**src/rtl/elevator_pkg.sv**
```systemverilog
// Shared elevator types and default timing constants.
package elevator_pkg;

   typedef enum logic [1:0] {
      Closed     = 2'd0,
      Open       = 2'd1,
      Overweight = 2'd2,
      Closing    = 2'd3
   } door_state_t;

   localparam int unsigned DefOpenTicks  = 5;
   localparam int unsigned DefCloseTicks = 2;
   localparam int unsigned DefSyncStages = 2;

endpackage

```
**src/rtl/sync_ff.sv**
```systemverilog
// Single-bit multi-flop synchronizer with asynchronous active-low reset.
module sync_ff #(
   parameter int unsigned Depth = 2
) (
   input  logic clk_i,
   input  logic rst_ni,
   input  logic d_i,
   output logic q_o
);

   logic [Depth-1:0] sync_q;

   always_ff @(posedge clk_i or negedge rst_ni) begin
      if (!rst_ni) begin
         sync_q <= '0;
      end else begin
         sync_q[0] <= d_i;
         for (int i = 1; i < Depth; i++) begin
            sync_q[i] <= sync_q[i-1];
         end
      end
   end

   assign q_o = sync_q[Depth-1];

endmodule

```
**src/rtl/door_controller.sv**
```systemverilog
// Elevator car door FSM with tick-based open/close timing and overweight hold.
// Define ALARM_BLINK_EN to make the overweight alarm toggle on every tick.
module door_controller
   import elevator_pkg::*;
#(
   parameter int unsigned OpenTicks  = DefOpenTicks,
   parameter int unsigned CloseTicks = DefCloseTicks,
   parameter int unsigned SyncStages = DefSyncStages
) (
   input  logic clock_i,
   input  logic reset_ni,
   input  logic tick_i,
   input  logic arrived_i,
   input  logic button_open_i,
   input  logic button_close_i,
   input  logic obstruction_i,
   input  logic weight_limit_exceeded_i,
   output logic door_o,
   output logic door_closing_o,
   output logic move_permit_o,
   output logic overweight_alarm_o
);

   localparam int unsigned MaxTicks = (OpenTicks > CloseTicks) ? OpenTicks : CloseTicks;
   localparam int unsigned TimerW   = $clog2(MaxTicks + 1);

   door_state_t       state_q, state_d;
   logic [TimerW-1:0] timer_q, timer_d;
   logic              door_q, door_d;
   logic              closing_q, closing_d;
   logic              permit_q, permit_d;
   logic              alarm_q, alarm_d;
   logic              ow, obs;

   sync_ff #(.Depth(SyncStages)) u_sync_ow (
      .clk_i  (clock_i),
      .rst_ni (reset_ni),
      .d_i    (weight_limit_exceeded_i),
      .q_o    (ow)
   );

   sync_ff #(.Depth(SyncStages)) u_sync_obs (
      .clk_i  (clock_i),
      .rst_ni (reset_ni),
      .d_i    (obstruction_i),
      .q_o    (obs)
   );

   always_comb begin
      state_d = state_q;
      timer_d = timer_q;
      if (tick_i && (timer_q != '0)) begin
         timer_d = timer_q - TimerW'(1);
      end
      unique case (state_q)
         Closed: begin
            if (arrived_i || button_open_i) begin
               state_d = Open;
               timer_d = TimerW'(OpenTicks);
            end
         end
         Open: begin
            if (button_open_i) begin
               timer_d = TimerW'(OpenTicks);
            end else if (tick_i && (timer_q == '0)) begin
               if (ow) begin
                  state_d = Overweight;
               end else begin
                  state_d = Closing;
                  timer_d = TimerW'(CloseTicks);
               end
            end else if (button_close_i) begin
               timer_d = '0;
            end
         end
         Overweight: begin
            timer_d = timer_q;
            if (!ow) begin
               state_d = Open;
               timer_d = TimerW'(OpenTicks);
            end
         end
         Closing: begin
            // Reopen requests beat expiry in the same cycle.
            if (obs || button_open_i || ow) begin
               state_d = Open;
               timer_d = TimerW'(OpenTicks);
            end else if (tick_i && (timer_q == '0)) begin
               state_d = Closed;
            end
         end
         default: begin
            state_d = Closed;
            timer_d = '0;
         end
      endcase
   end

   always_comb begin
      door_d    = (state_d != Closed);
      closing_d = (state_d == Closing);
      permit_d  = (state_d == Closed);
      alarm_d   = 1'b0;
      if (state_d == Overweight) begin
         if (state_q != Overweight) begin
            alarm_d = 1'b1;
         end else begin
`ifdef ALARM_BLINK_EN
            alarm_d = tick_i ? ~alarm_q : alarm_q;
`else
            alarm_d = 1'b1;
`endif
         end
      end
   end

   always_ff @(posedge clock_i or negedge reset_ni) begin
      if (!reset_ni) begin
         state_q   <= Closed;
         timer_q   <= '0;
         door_q    <= 1'b0;
         closing_q <= 1'b0;
         permit_q  <= 1'b1;
         alarm_q   <= 1'b0;
      end else begin
         state_q   <= state_d;
         timer_q   <= timer_d;
         door_q    <= door_d;
         closing_q <= closing_d;
         permit_q  <= permit_d;
         alarm_q   <= alarm_d;
      end
   end

   assign door_o             = door_q;
   assign door_closing_o     = closing_q;
   assign move_permit_o      = permit_q;
   assign overweight_alarm_o = alarm_q;

endmodule
```
**config.mk**
```make
export PLATFORM = sky130hd
export DESIGN_NAME = door_controller
export DESIGN_NICKNAME = d
export VERILOG_FILES = /design/src/rtl/elevator_pkg.sv /design/src/rtl/sync_ff.sv /design/src/rtl/door_controller.sv
export SDC_FILE = /design/constraint.sdc
export NUM_CORES = 1
export LEC_CHECK = 0
export CORE_MARGIN = 2
export CORE_UTILIZATION = 35
export CTS_CLUSTER_DIAMETER = 150
export DETAILED_ROUTE_END_ITERATION = 6
export SETUP_SLACK_MARGIN = 0.3
export SYNTH_ARGS = -nofsm -noshare
export SYNTH_HDL_FRONTEND = slang
export SYNTH_SLANG_ARGS = --single-unit
```
**constraint.sdc**
```tcl
create_clock -name clock_i -period 1.8 [get_ports clock_i]
set_input_delay 0.36 -clock clock_i [delete_from_list [all_inputs] [get_ports clock_i]]
set_output_delay 0.36 -clock clock_i [all_outputs]
set_load 0.005 [all_outputs]
```
Word-level counts from Yosys, hierarchy flattened
Cells that the tools add are included.
{"block": "classes", "add_sub_neg": 1, "eq_ne": 6, "mux": 18, "n_reduce_logical": 10}
{"cell": "$mux 3", "n": 8}
{"cell": "$mux 2", "n": 6}
{"cell": "$pmux 3 s4", "n": 1}
{"cell": "$eq 2x2->1 const B", "n": 4}
{"cell": "$pmux 2 s4", "n": 1}
{"cell": "$logic_not 2->1", "n": 2}
{"cell": "$logic_not 3->1", "n": 1}
{"cell": "$logic_or 1x1->1", "n": 3}
{"cell": "$reduce_bool 3->1", "n": 1}
{"cell": "$sub 3x1->3 const B", "n": 1}
{"cell": "$eq 2x1->1 const B", "n": 1}
{"cell": "$logic_and 1x1->1", "n": 2}
{"cell": "$mux 1", "n": 2}
{"cell": "$ne 2x2->1 const B", "n": 1}
{"cell": "$reduce_bool 2->1", "n": 1}
{"block": "totals", "reg_bits": 13, "in_bits": 8}

Logic depth before layout (Yosys ltp)
{"block": "logic_depth", "depth_word": 7, "mapped_depth": 7, "depth_no_buf": 7}

Modules after synthesis
From an unflattened synthesis, not the netlist that was laid out.
{"block": "hier_totals", "cells_unflattened": 72, "hier_area_um2": 734.5}
{"module": "door_controller", "instances": 1, "cells_per_inst": 68, "area_per_inst_um2": 634.4}
{"module": "sync_ff", "instances": 2, "cells_per_inst": 2, "area_per_inst_um2": 50.0}

Worst setup path before layout
No wires, ideal clock.
{"block": "synth_timing", "path_type": "reg-to-reg", "from": "register state_q[1]", "to": "register timer_q[0]", "setup_time_ps": 120, "t_arrival_ps": 1533, "slack_ps": 147, "stages_incl_launch_ff": 6, "n_path_buf": 1, "cell_sequence": "dfrtp_1 buf_6 or3_4 a21oi_2 or4b_1 o211a_1"}
{"block": "synth_via", "elab_chain_len": 2}
{"element": "start, declared", "line_no": "door_controller.sv:27", "rtl": "door_state_t state_q, state_d;"}
{"element": "start signal, assigned", "line_no": "door_controller.sv:119", "rtl": "state_q <= Closed;"}
{"element": "start signal, assigned", "line_no": "door_controller.sv:126", "rtl": "state_q <= state_d;"}
{"element": "$eq 2x2->1, or another cell as far along", "line_no": "door_controller.sv:55", "rtl": "unique case (state_q)"}
{"element": "$pmux 3 s4 / $ne 2x2->1 (equally long branches)"}
{"element": "end signal, assigned", "line_no": "door_controller.sv:127", "rtl": "timer_q <= timer_d;"}
{"element": "end, declared", "line_no": "door_controller.sv:28", "rtl": "logic [TimerW-1:0] timer_q, timer_d;"}
Several ways; a longest one is shown, not always the timed one.
A chain may end at the register's enable or synchronous reset.

Worst setup path after layout
Same ends and word-level chain as after synthesis.

==> impl_metrics.tcl <==
set metrics [dict create \
    p_leak_nw 0.4508 \
    slew_headroom_pct 61.75 \
    final_cell_area_um2 1013 \
    drt_pass1_iterations 4 \
    cts_buffers 3 \
    syn_area_per_cell_um2 10.16 \
    utilization_pct 56.84 \
    endpoint_kind "register" \
    worst_pin_slew_ns 0.5719 \
    synth_area_um2 680.7 \
    synth_edf_count 0 \
    max_cap_viol_count 0 \
    drc_errors 0 \
    crit_fanout 6 \
    async_reset_ff_share_pct 100.0 \
    vias 611 \
    core_area_um2 1783 \
    crit_type "reg -> reg" \
    setup_tns_ns 0 \
    wirelength_mm 1.576 \
    critPathLaunchType "register" \
    power_switching_share_pct 25.16 \
    slew_violations 0 \
    vias_per_cell 5.050 \
    rows 15 \
    pwr-share-seq_pct 51.1 \
    antenna_cells 0 \
    synth_seq_cells 13 \
    reg2reg_depth 4 \
    placed_area_um2 859.6 \
    rsz0062_at_grt "yes" \
    antenna_left 0 \
    max_freq_mhz 621.1 \
    ys_warn_count 0 \
    grt_usage_pct 14.22 \
    outcome "finished clean" \
    place.gp.congestion 0.7934 \
    layout-drive-gt1-share_pct 36.46 \
    crit_required_ns 1.96 \
    power_density_nw_per_um2 609.4 \
    die_h_um 48.10 \
    max-vdd-ir-drop_mv 0.4969 \
    io-pin-count 12 \
    synthToLayoutAreaGrowth_pct 48.90 \
    clk_pin_slew_ns 0.07 \
    start_util_pct 38.18 \
    cts_root_buf "clkbuf_4" \
    dp_hpwl_mm 1.036 \
    dieArea_um2 2314 \
    fin_skew_ns 0.003598 \
    cts_sinks 13 \
    synth_flop_cell "dfrtp_1" \
    htreeDepth 1 \
    drt_iter0_drc 9 \
    finalPower_mw 0.6176 \
    fin_crit_sh_pct 89.44 \
    crit_arrival_ns 1.77 \
    cts_tree "done" \
    ys_seq_area_share_pct 47.98 \
    clk_latency_ns 0.27 \
    hold_path_depth 0 \
    grt_max_degree 14 \
    period_needed_ns 1.610 \
    wl_per_cell_um 13.02 \
    overflow 0 \
    p_comb_share_pct 21.2 \
    antenna_found_initial 0 \
    numPortBuffers 11 \
    fin_nets 107 \
    p_sw_mw 0.1554 \
    postSynthCellCount 67 \
    synth_cell_type_count 30 \
    cts.path.max_buffers 2 \
    clock_power_share_pct 27.7 \
    setup_viol 0 \
    power.internal_mw 0.4622 \
    syn_nets 77 \
    die_x_um 48.10 \
    n_fill_cell 159 \
    grt_first_pass_wirelength_mm 2.132 \
    grt_pass1_vias 537 \
    hold_class "reg -> reg" \
    hold_viol_final 0 \
]
-- placed cells by master, fill, tap and decap left out, types with 2 or more instances in the layout --
| cell | count |
|---|---|
| a21oi_1 | 5 |
| a21oi_2 | 3 |
| buf_4 | 16 |
| clkbuf_4 | 3 |
| clkdlybuf4s50_1 | 8 |
| dfrtp_1 | 11 |
| dlygate4sd2_1 | 2 |
| inv_1 | 3 |
| inv_2 | 2 |
| mux2i_1 | 2 |
| nand2_1 | 2 |
| nand3b_1 | 2 |
| nor2_1 | 8 |
| o21a_1 | 2 |
| o21ai_0 | 2 |
| or4b_4 | 2 |
-- worst max-delay path, cell delays in order, from the launching register on --
cell and delay, ns:
dfrtp_2 0.45, or3_4 0.34, a21oi_2 0.13, or4b_4 0.47, o211a_1 0.12
-- per-stage QoR --
step,hold WS (ns),instances,setup slack [ns]
2_1_floorplan,0.06441,67,0.1992
3_5_place_dp,0.3372,108,-0.1610
4_1_cts,0.3541,114,0.1683
6_report,0.3546,121,0.1900
5_1_grt,0.3681,121,0.1321
3_3_place_gp,0.3329,108,-0.1425
-- synth_stat cells, types with 2 or more instances --
master	n	area, um^2
o21ai_0	2	10.01
dfrtp_1	12	300.3
nor2_1	8	30.03
or4b_1	2	20.02
nand2b_1	2	12.51
inv_1	5	18.77
nand3b_1	2	15.01
o21a_1	2	15.01
nand2_1	3	11.26
mux2i_1	2	20.02
a21oi_1	7	35.03
ha_1	2	25.02
-- repair_timing --
action	in CTS	in global routing
setup buffers	2	7
endpoints found under the setup margin	8	7
resized for setup	7	10
hold buffers	0	0
pin swaps	2	3
-- final timing paths --
path	from	to	slack (ns)
max in group asynchronous	reset_ni	state_q[1]	0.94
worst min-delay path	u_sync_ow.sync_q[0]	u_sync_ow.sync_q[1]	0.35
min in group asynchronous	reset_ni	door_closing_o	0.46
worst max-delay path	state_q[1]	timer_q[0]	0.19
worst min register to register	u_sync_ow.sync_q[0]	u_sync_ow.sync_q[1]	0.35
worst max register to register	state_q[1]	timer_q[0]	0.19
-- cell type report --
type | count | area [um^2] | area share, %
Inverter | 5 | 18.77 | 1.852
Timing Repair Buffer | 27 | 230.2 | 22.72
Tap cell | 25 | 31.28 | 3.086
Sequential cell | 13 | 327.8 | 32.35
Multi-Input combinational cell | 47 | 379.1 | 37.41
Clock buffer | 4 | 26.28 | 2.593
-- kinds of logic after synthesis --
group	share of synthesized area (%)
AND/OR/NAND/NOR	20.22
AO/OA/AOI/OAI	20.22
adder cells (fa/ha/maj)	3.676
multiplexers	2.941
flip-flops	47.98
buffers and inverters	4.963
-- flip-flops by register name, indices dropped and copies added (netlist names) --
signal              cells
move_permit_o           1
u_sync_ow.sync_q        2
timer_q                 3
u_sync_obs.sync_q       2
door_closing_o          1
state_q                 2
door_o                  1
overweight_alarm_o      1
-- power groups by stage --
stage | combinational [mW] | clock (mW) | sequential, mW
after floorplan | 0.0535 | 0 | 0.319
after global placement | 0.0918 | 0 | 0.321
after detailed placement | 0.0932 | 0 | 0.322
after CTS | 0.106 | 0.182 | 0.316
after global routing | 0.142 | 0.195 | 0.317
final | 0.131 | 0.171 | 0.315
-- per-layer routing --
layer	GRT usage, %	vias to the layer above	part of all wire (%)
met1	15.31	297	43
met5	0	-	0
met3	3.333	2	3.2
li1	-	299	-
met4	8.108	0	0.76
met2	25.33	13	53
(Power assumes the default switching activity.)
